## config.mk

```make
export PLATFORM = sky130hd
export DESIGN_NAME = tinyalu_issuer_flat
export DESIGN_NICKNAME = d
export VERILOG_FILES = /design/src/rtl/tinyalu_pkg.sv /design/src/rtl/tinyalu_issuer_if.sv /design/src/rtl/tinyalu_rsp_fifo.sv /design/src/rtl/tinyalu_issuer.sv /design/src/flat_wrapper.sv
export SDC_FILE = /design/constraint.sdc
export NUM_CORES = 1
export LEC_CHECK = 0
export ABC_AREA = 1
export BUFFER_PORTS_ARGS = -buffer_cell sky130_fd_sc_hd__buf_2
export CORE_UTILIZATION = 50
export DETAILED_ROUTE_END_ITERATION = 7
export HOLD_SLACK_MARGIN = 0.12
export PLACE_DENSITY_LB_ADDON = 0.12
export SYNTH_ARGS = -nofsm -noshare
export SYNTH_HDL_FRONTEND = slang
export SYNTH_HIERARCHICAL = 1
export SYNTH_SLANG_ARGS = --single-unit
```

## constraint.sdc

```tcl
create_clock -name clk -period 2.28 [get_ports clk]
set_input_delay 0.228 -clock clk [delete_from_list [all_inputs] [get_ports clk]]
set_output_delay 0.228 -clock clk [all_outputs]
set_load 0.03 [all_outputs]
```

## src/rtl/tinyalu_pkg.sv

```systemverilog
// Shared types for the TinyALU command issuer: operation encoding, op classes,
// issuer FSM states and the response record carried through the FIFO.
package tinyalu_pkg;

    typedef enum logic [2:0] {
        OP_NOP     = 3'b000,
        OP_ADD     = 3'b001,
        OP_AND     = 3'b010,
        OP_XOR     = 3'b011,
        OP_MUL     = 3'b100,
        OP_PULSE_A = 3'b101,
        OP_PULSE_B = 3'b110,
        OP_RST     = 3'b111
    } operation_t;

    typedef enum logic [1:0] {
        CLS_PULSE,
        CLS_WAIT,
        CLS_RESET
    } op_class_t;

    typedef enum logic [2:0] {
        S_IDLE,
        S_PULSE,
        S_WAIT,
        S_RST1,
        S_RST2
    } state_t;

    typedef struct packed {
        operation_t  op;
        logic [15:0] result;
        logic        err;
    } rsp_t;

    localparam int RSP_W = $bits(rsp_t);

    // Only the four arithmetic ops wait for alu_done; 111 resets the ALU.
    function automatic op_class_t op_class(operation_t op);
        case (op)
            OP_ADD, OP_AND, OP_XOR, OP_MUL: return CLS_WAIT;
            OP_RST:                         return CLS_RESET;
            default:                        return CLS_PULSE;
        endcase
    endfunction

endpackage

```

## src/rtl/tinyalu_issuer_if.sv

```systemverilog
// Command, ALU and response signals of the issuer. The issuer takes the slave
// view; the environment (command source, ALU, response sink) takes the master.
interface tinyalu_issuer_if;
    logic        cmd_valid;
    logic        cmd_ready;
    logic [2:0]  cmd_op;
    logic [7:0]  cmd_a;
    logic [7:0]  cmd_b;
    logic        alu_start;
    logic [2:0]  alu_op;
    logic [7:0]  alu_a;
    logic [7:0]  alu_b;
    logic        alu_reset_n;
    logic        alu_done;
    logic [15:0] alu_result;
    logic        rsp_valid;
    logic        rsp_ready;
    logic [2:0]  rsp_op;
    logic [15:0] rsp_result;
    logic        rsp_err;

    modport slave (
        input  cmd_valid, cmd_op, cmd_a, cmd_b, alu_done, alu_result, rsp_ready,
        output cmd_ready, alu_start, alu_op, alu_a, alu_b, alu_reset_n,
               rsp_valid, rsp_op, rsp_result, rsp_err
    );

    modport master (
        output cmd_valid, cmd_op, cmd_a, cmd_b, alu_done, alu_result, rsp_ready,
        input  cmd_ready, alu_start, alu_op, alu_a, alu_b, alu_reset_n,
               rsp_valid, rsp_op, rsp_result, rsp_err
    );
endinterface

```

## src/rtl/tinyalu_rsp_fifo.sv

```systemverilog
// Synchronous FIFO holding completed ALU responses; DEPTH must be a power of
// two so the pointers wrap by plain overflow.
module tinyalu_rsp_fifo #(
    parameter int DEPTH = 4,
    parameter int WIDTH = 20
) (
    input  logic             clk,
    input  logic             reset_n,
    input  logic             push_i,
    input  logic [WIDTH-1:0] wdata_i,
    input  logic             pop_i,
    output logic [WIDTH-1:0] rdata_o,
    output logic             empty_o,
    output logic             full_o
);
    localparam int            AW       = $clog2(DEPTH);
    localparam logic [AW:0]   FULL_CNT = (AW + 1)'(DEPTH);

    logic [WIDTH-1:0] mem_q [DEPTH];
    logic [AW-1:0]    wr_q;
    logic [AW-1:0]    rd_q;
    logic [AW:0]      count_q;
    logic             do_push;
    logic             do_pop;

    assign empty_o = (count_q == '0);
    assign full_o  = (count_q == FULL_CNT);
    assign rdata_o = mem_q[rd_q];
    assign do_pop  = pop_i && !empty_o;
    assign do_push = push_i && (!full_o || do_pop);

    // NOTE: storage has no reset; the reset pointers and count make stale data unreachable.
    always_ff @(posedge clk) begin
        if (do_push) mem_q[wr_q] <= wdata_i;
    end

    always_ff @(posedge clk) begin
        if (!reset_n) begin
            wr_q    <= '0;
            rd_q    <= '0;
            count_q <= '0;
        end else begin
            if (do_push) wr_q <= wr_q + 1'b1;
            if (do_pop)  rd_q <= rd_q + 1'b1;
            case ({do_push, do_pop})
                2'b10:   count_q <= count_q + 1'b1;
                2'b01:   count_q <= count_q - 1'b1;
                default: count_q <= count_q;
            endcase
        end
    end
endmodule

```

## src/rtl/tinyalu_issuer.sv

```systemverilog
// Accepts ALU commands, sequences start/done or reset pulses on the ALU side,
// and queues arithmetic results (or timeouts) for the consumer.
module tinyalu_issuer
    import tinyalu_pkg::*;
#(
    parameter int RSP_DEPTH = 4,
    parameter int TIMEOUT   = 16
) (
    input logic              clk,
    input logic              reset_n,
    tinyalu_issuer_if.slave  bus
);
    localparam int CNT_W = $clog2(TIMEOUT + 1);

    state_t           state_q;
    logic             alu_start_q;
    logic             alu_reset_n_q;
    operation_t       alu_op_q;
    logic [7:0]       alu_a_q;
    logic [7:0]       alu_b_q;
    logic [CNT_W-1:0] cnt_q;
    logic [CNT_W-1:0] cnt_d;
    logic             timed_out;
    logic             push;
    logic             accept;
    logic             fifo_empty;
    logic             fifo_full;
    rsp_t             push_rsp;
    rsp_t             head_rsp;

    // alu_reset_n_q is low only in reset and the RST states, so it also gates readiness.
    assign bus.cmd_ready = (state_q == S_IDLE) && alu_reset_n_q && !fifo_full;
    assign accept        = bus.cmd_valid && bus.cmd_ready;

    // NOTE: every always_comb output is assigned on every path, so no latch is inferred.
    always_comb begin
        cnt_d           = cnt_q + 1'b1;
        timed_out       = (cnt_d == CNT_W'(TIMEOUT));
        push            = (state_q == S_WAIT) && alu_start_q && (bus.alu_done || timed_out);
        push_rsp.op     = alu_op_q;
        push_rsp.result = bus.alu_done ? bus.alu_result : 16'h0000;
        push_rsp.err    = !bus.alu_done;
    end

    // NOTE: registered state uses non-blocking assignments so every update sees pre-edge values.
    always_ff @(posedge clk) begin
        if (!reset_n) begin
            state_q       <= S_IDLE;
            alu_start_q   <= 1'b0;
            alu_reset_n_q <= 1'b0;
            alu_op_q      <= OP_NOP;
            alu_a_q       <= '0;
            alu_b_q       <= '0;
            cnt_q         <= '0;
        end else begin
            alu_reset_n_q <= 1'b1;
            case (state_q)
                S_IDLE: begin
                    if (accept) begin
                        alu_op_q <= operation_t'(bus.cmd_op);
                        alu_a_q  <= bus.cmd_a;
                        alu_b_q  <= bus.cmd_b;
                        cnt_q    <= '0;
                        case (op_class(operation_t'(bus.cmd_op)))
                            CLS_PULSE: begin
                                state_q     <= S_PULSE;
                                alu_start_q <= 1'b1;
                            end
                            CLS_WAIT:  state_q <= S_WAIT;
                            CLS_RESET: begin
                                state_q       <= S_RST1;
                                alu_reset_n_q <= 1'b0;
                            end
                            default:   state_q <= S_IDLE;
                        endcase
                    end
                end
                S_PULSE: begin
                    state_q     <= S_IDLE;
                    alu_start_q <= 1'b0;
                end
                S_WAIT: begin
                    if (!alu_start_q) begin
                        alu_start_q <= 1'b1;
                    end else if (push) begin
                        alu_start_q <= 1'b0;
                        cnt_q       <= '0;
                        state_q     <= S_IDLE;
                    end else begin
                        cnt_q <= cnt_d;
                    end
                end
                S_RST1: begin
                    alu_reset_n_q <= 1'b0;
                    state_q       <= S_RST2;
                end
                S_RST2: state_q <= S_IDLE;
                default: begin
                    state_q     <= S_IDLE;
                    alu_start_q <= 1'b0;
                end
            endcase
        end
    end

    tinyalu_rsp_fifo #(
        .DEPTH (RSP_DEPTH),
        .WIDTH (RSP_W)
    ) u_rsp_fifo (
        .clk     (clk),
        .reset_n (reset_n),
        .push_i  (push),
        .wdata_i (push_rsp),
        .pop_i   (bus.rsp_ready),
        .rdata_o (head_rsp),
        .empty_o (fifo_empty),
        .full_o  (fifo_full)
    );

    assign bus.alu_start   = alu_start_q;
    assign bus.alu_reset_n = alu_reset_n_q;
    assign bus.alu_op      = alu_op_q;
    assign bus.alu_a       = alu_a_q;
    assign bus.alu_b       = alu_b_q;
    assign bus.rsp_valid   = !fifo_empty;
    assign bus.rsp_op      = head_rsp.op;
    assign bus.rsp_result  = head_rsp.result;
    assign bus.rsp_err     = head_rsp.err;
endmodule

```

## src/flat_wrapper.sv

```systemverilog
// flat-port wrapper written by rule: the top's interface ports become plain ports
module tinyalu_issuer_flat import tinyalu_pkg::*;
#(
    parameter int RSP_DEPTH = 4,
    parameter int TIMEOUT   = 16
)
  (clk, reset_n, bus_cmd_valid, bus_cmd_op, bus_cmd_a, bus_cmd_b, bus_alu_done, bus_alu_result, bus_rsp_ready, bus_cmd_ready, bus_alu_start, bus_alu_op, bus_alu_a, bus_alu_b, bus_alu_reset_n, bus_rsp_valid, bus_rsp_op, bus_rsp_result, bus_rsp_err);
  tinyalu_issuer_if bus_i ();
  input logic clk;
  input logic reset_n;
  input wire logic [$bits(bus_i.cmd_valid)-1:0] bus_cmd_valid;
  input wire logic [$bits(bus_i.cmd_op)-1:0] bus_cmd_op;
  input wire logic [$bits(bus_i.cmd_a)-1:0] bus_cmd_a;
  input wire logic [$bits(bus_i.cmd_b)-1:0] bus_cmd_b;
  input wire logic [$bits(bus_i.alu_done)-1:0] bus_alu_done;
  input wire logic [$bits(bus_i.alu_result)-1:0] bus_alu_result;
  input wire logic [$bits(bus_i.rsp_ready)-1:0] bus_rsp_ready;
  output wire logic [$bits(bus_i.cmd_ready)-1:0] bus_cmd_ready;
  output wire logic [$bits(bus_i.alu_start)-1:0] bus_alu_start;
  output wire logic [$bits(bus_i.alu_op)-1:0] bus_alu_op;
  output wire logic [$bits(bus_i.alu_a)-1:0] bus_alu_a;
  output wire logic [$bits(bus_i.alu_b)-1:0] bus_alu_b;
  output wire logic [$bits(bus_i.alu_reset_n)-1:0] bus_alu_reset_n;
  output wire logic [$bits(bus_i.rsp_valid)-1:0] bus_rsp_valid;
  output wire logic [$bits(bus_i.rsp_op)-1:0] bus_rsp_op;
  output wire logic [$bits(bus_i.rsp_result)-1:0] bus_rsp_result;
  output wire logic [$bits(bus_i.rsp_err)-1:0] bus_rsp_err;
  assign bus_i.cmd_valid = bus_cmd_valid;
  assign bus_i.cmd_op = bus_cmd_op;
  assign bus_i.cmd_a = bus_cmd_a;
  assign bus_i.cmd_b = bus_cmd_b;
  assign bus_i.alu_done = bus_alu_done;
  assign bus_i.alu_result = bus_alu_result;
  assign bus_i.rsp_ready = bus_rsp_ready;
  assign bus_cmd_ready = bus_i.cmd_ready;
  assign bus_alu_start = bus_i.alu_start;
  assign bus_alu_op = bus_i.alu_op;
  assign bus_alu_a = bus_i.alu_a;
  assign bus_alu_b = bus_i.alu_b;
  assign bus_alu_reset_n = bus_i.alu_reset_n;
  assign bus_rsp_valid = bus_i.rsp_valid;
  assign bus_rsp_op = bus_i.rsp_op;
  assign bus_rsp_result = bus_i.rsp_result;
  assign bus_rsp_err = bus_i.rsp_err;
  tinyalu_issuer #(.RSP_DEPTH(RSP_DEPTH), .TIMEOUT(TIMEOUT)) u_core (.clk(clk), .reset_n(reset_n), .bus(bus_i));
endmodule
```

==> metrics <==
Worst VDD drop 0.000483 V; drt via density just under 5; fill cell count 698; Area Overhead vs Synth 32.9%; vias in the first global route 3416; Syn Area/Cell 10.3 um2; row cnt 35; final setup TNS 0 ns; RSZ-0062 raised after global routing no; hold_sp bus_cmd_valid; sequential share of the synthesized area 0.652; gr ovfl total 0; Hold Crit Class in -> reg; Layout Cells excl Fill 743; clk slew on worst S/H paths around 0.05 ns; CTS tree done; all-layer global routing usage 0.208; largest net degree at the start of global routing just over 40; ANT cells 0; H-tree levels 4; Tcrit/Tclk final 0.934; sw frac 0.258; Slew @ Worst Pin 0.734 ns; # Post-CTS Setup Buffers 0; Placed Area between 5000 and 6000 um2; Total Power 5.84 mW; initial drt markers around 140; routed len/inst between 10 and 15 um; Max Cap Violations 0; flops & latches, synth about 120; Yosys cell types 29; Critical Path RT between 2 and 2.5 ns; P_leak 2.70 nW; Syn Std Cell Area approximately 4900 um2; CP startpoint kind register; Switching Power between 1.5 and 2 mW; Max Fclk 470 MHz; initial antenna violation count 0; Hold WS between 0.2 and 0.3 ns; CTS Buffer Depth 2; crit end category output port; CORE AREA slightly above 9000 um2; CTS buffer count 17; Final ANT Viol Nets 0; fin nets 650; die area between 10000 and 15000 um2; final hold vios 0; skew final between 0.006 and 0.007 ns; Place WS approximately 0.16 ns; Initial Util 0.520; status complete, no violations; clock tree sinks roughly 120; Post-Syn Instances 473; Worst Path Class, Setup reg -> out; sequential share of power 0.405; worst-path maximum fanout 28; area of the multi-input gates 1390 um2; Ports 83; Slew Viols, Final 0; layout cells sized above 1 0.243; WL final 9530 um; pwr dens around 900 nW/um2; Clock Power Share 0.452; setup ws final ~0.15 ns; Util after Layout 0.691; RePlAce Congestion roughly 0.77; syn_nets ~520; fin crit period between 2 and 2.5 ns; register area 3160 um2; final setup vio count 0; Detailed Place HPWL between 5000 and 6000 um; Critical Path AT 1.90 ns; Crit Reg-Reg Startpoint u_core/cnt_q[1]$_SDFFE_PN0P_; Synth Warn # 6; chip width 100 um; placed insts roughly 670; first-pass detailed-route iteration total 4; clk root buf clkbuf_8; fin area roughly 6400 um2; Internal about 4.3 mW; first-pass GRT wire length 15800 um; remaining routing DRC violations 0; insertion delay to the later sink of the worst-skew pair 0.51 ns; # port buffers between 80 and 90; Slew HR 0.510; vias post-DR ~3600; Comb pwr share 0.143; Die Ht 100 um
## power groups by stage
stage	clock, mW	combinational (mW)	sequential [mW]
2_1_floorplan	0	0.546	2.44
3_3_place_gp	0	0.774	2.41
3_5_place_dp	0	0.788	2.41
4_1_cts	2.68	0.839	2.37
5_1_grt	2.76	0.921	2.38
6_report	2.64	0.836	2.37
## metal layers
| metal | GRT usage | up-vias | wire [um] |
|---|---|---|---|
| met5 | 0 | - | 0 |
| met4 | 0.0992 | 0 | 246 |
| met3 | 0.0576 | 24 | 496 |
| met2 | 0.357 | 111 | 4760 |
| met1 | 0.241 | 1660 | 4020 |
| li1 | - | 1843 | - |
## sequential cells by signal, indices dropped and copies added (netlist names), 2 cells and up, named ones only
signal                     flops
u_core/bus.alu_op              3
u_core/cnt_q                   5
u_core/u_rsp_fifo/wr_q         2
u_core/bus.alu_a               8
u_core/u_rsp_fifo/count_q      3
u_core/bus.alu_b               8
u_core/u_rsp_fifo/rd_q         2
u_core/state_q                 3
u_core/u_rsp_fifo/mem_q       80
## repair_timing
| item | CTS | global route |
|---|---|---|
| endpoints found under the hold margin | 100 | 0 |
| setup endpoints to repair | 0 | 1 |
| hold buffers | 38 | 0 |
| resized for setup | 0 | 2 |
## cell usage after synthesis (all sizes together)
cell    count  share of area
edfxtp     80           0.50
dfxtp      38           0.16
nand2      92          0.075
or2         1         0.0013
o21ai      45          0.046
o22ai      20          0.026
nor3        3         0.0031
mux2i       1         0.0021
fa          1         0.0041
a21oi      28          0.030
clkbuf      8         0.0062
buf        15          0.018
a211oi      1         0.0015
ha          8          0.021
nor2       63          0.051
clkinv      1        0.00077
nand4       2         0.0026
inv        53          0.042
xor2        2         0.0036
nand3      11          0.014
## final cells by class
class	count	share of cell area
clock buffer	24	0.0827
clock inverter	8	0.0124
inverter	54	0.0318
multi-input combinational	278	0.215
sequential	118	0.490
tap	129	0.0250
timing repair buffer	132	0.142
## kinds of logic (layout without fill, tap and decap cells)
| family | count (synthesis) | in the layout | share of synthesized area |
|---|---|---|---|
| adder cells (fa/ha/maj) | 9 | 9 | 0.0248 |
| XOR/XNOR | 2 | 2 | 0.00361 |
| buffers and inverters | 77 | 218 | 0.0665 |
| flip-flops | 118 | 118 | 0.652 |
| multiplexers | 1 | 1 | 0.00206 |
| AO/OA/AOI/OAI | 94 | 94 | 0.103 |
| AND/OR/NAND/NOR | 172 | 172 | 0.148 |
## final timing paths
| check | to | slack, ns | cells after the start |
|---|---|---|---|
| setup / recovery | bus_rsp_result[4] | 0.15 | 5 |
| hold / removal | u_core/cnt_q[0]$_SDFFE_PN0P_ | 0.29 | 6 |
| setup reg to reg | u_core/u_rsp_fifo/count_q[2]$_SDFFE_PN0P_ | 0.17 | 16 |
| hold reg to reg | u_core/bus.alu_b[1]$_SDFFE_PN0P_ | 0.46 | 2 |
## worst max-delay path, cell delays in order (launching register included)
cell	delay [ns]
dfxtp_1	0.31
inv_2	0.18
buf_4	0.34
nor2_1	0.09
o22ai_1	0.22
buf_2	0.24
## placed cells by master (no fill, tap or decap), types with 2 or more instances in the layout
| cell | Yosys | layout |
|---|---|---|
| nand2_2 | 4 | 4 |
| clkbuf_4 | 0 | 2 |
| clkbuf_16 | 0 | 20 |
| inv_2 | 4 | 4 |
| nand4_1 | 2 | 2 |
| xor2_1 | 2 | 2 |
| ha_1 | 8 | 7 |
| nand3_2 | 3 | 3 |
| nor2_2 | 5 | 9 |
| o21ai_1 | 41 | 41 |
| a21oi_1 | 27 | 27 |
| nand3_1 | 8 | 8 |
| buf_2 | 10 | 82 |
| o21ai_0 | 4 | 4 |
| dlygate4sd3_1 | 0 | 38 |
| clkinv_2 | 0 | 2 |
| nand2_1 | 87 | 87 |
| inv_1 | 48 | 48 |
| o22ai_1 | 20 | 20 |
| buf_12 | 0 | 3 |
| nor2_1 | 58 | 54 |
| inv_4 | 1 | 2 |
| buf_4 | 5 | 9 |
| nor3_1 | 3 | 3 |
| edfxtp_1 | 80 | 80 |
| dfxtp_1 | 38 | 38 |
| clkinv_4 | 0 | 2 |
Note: power is estimated with default switching activity, not from simulation.
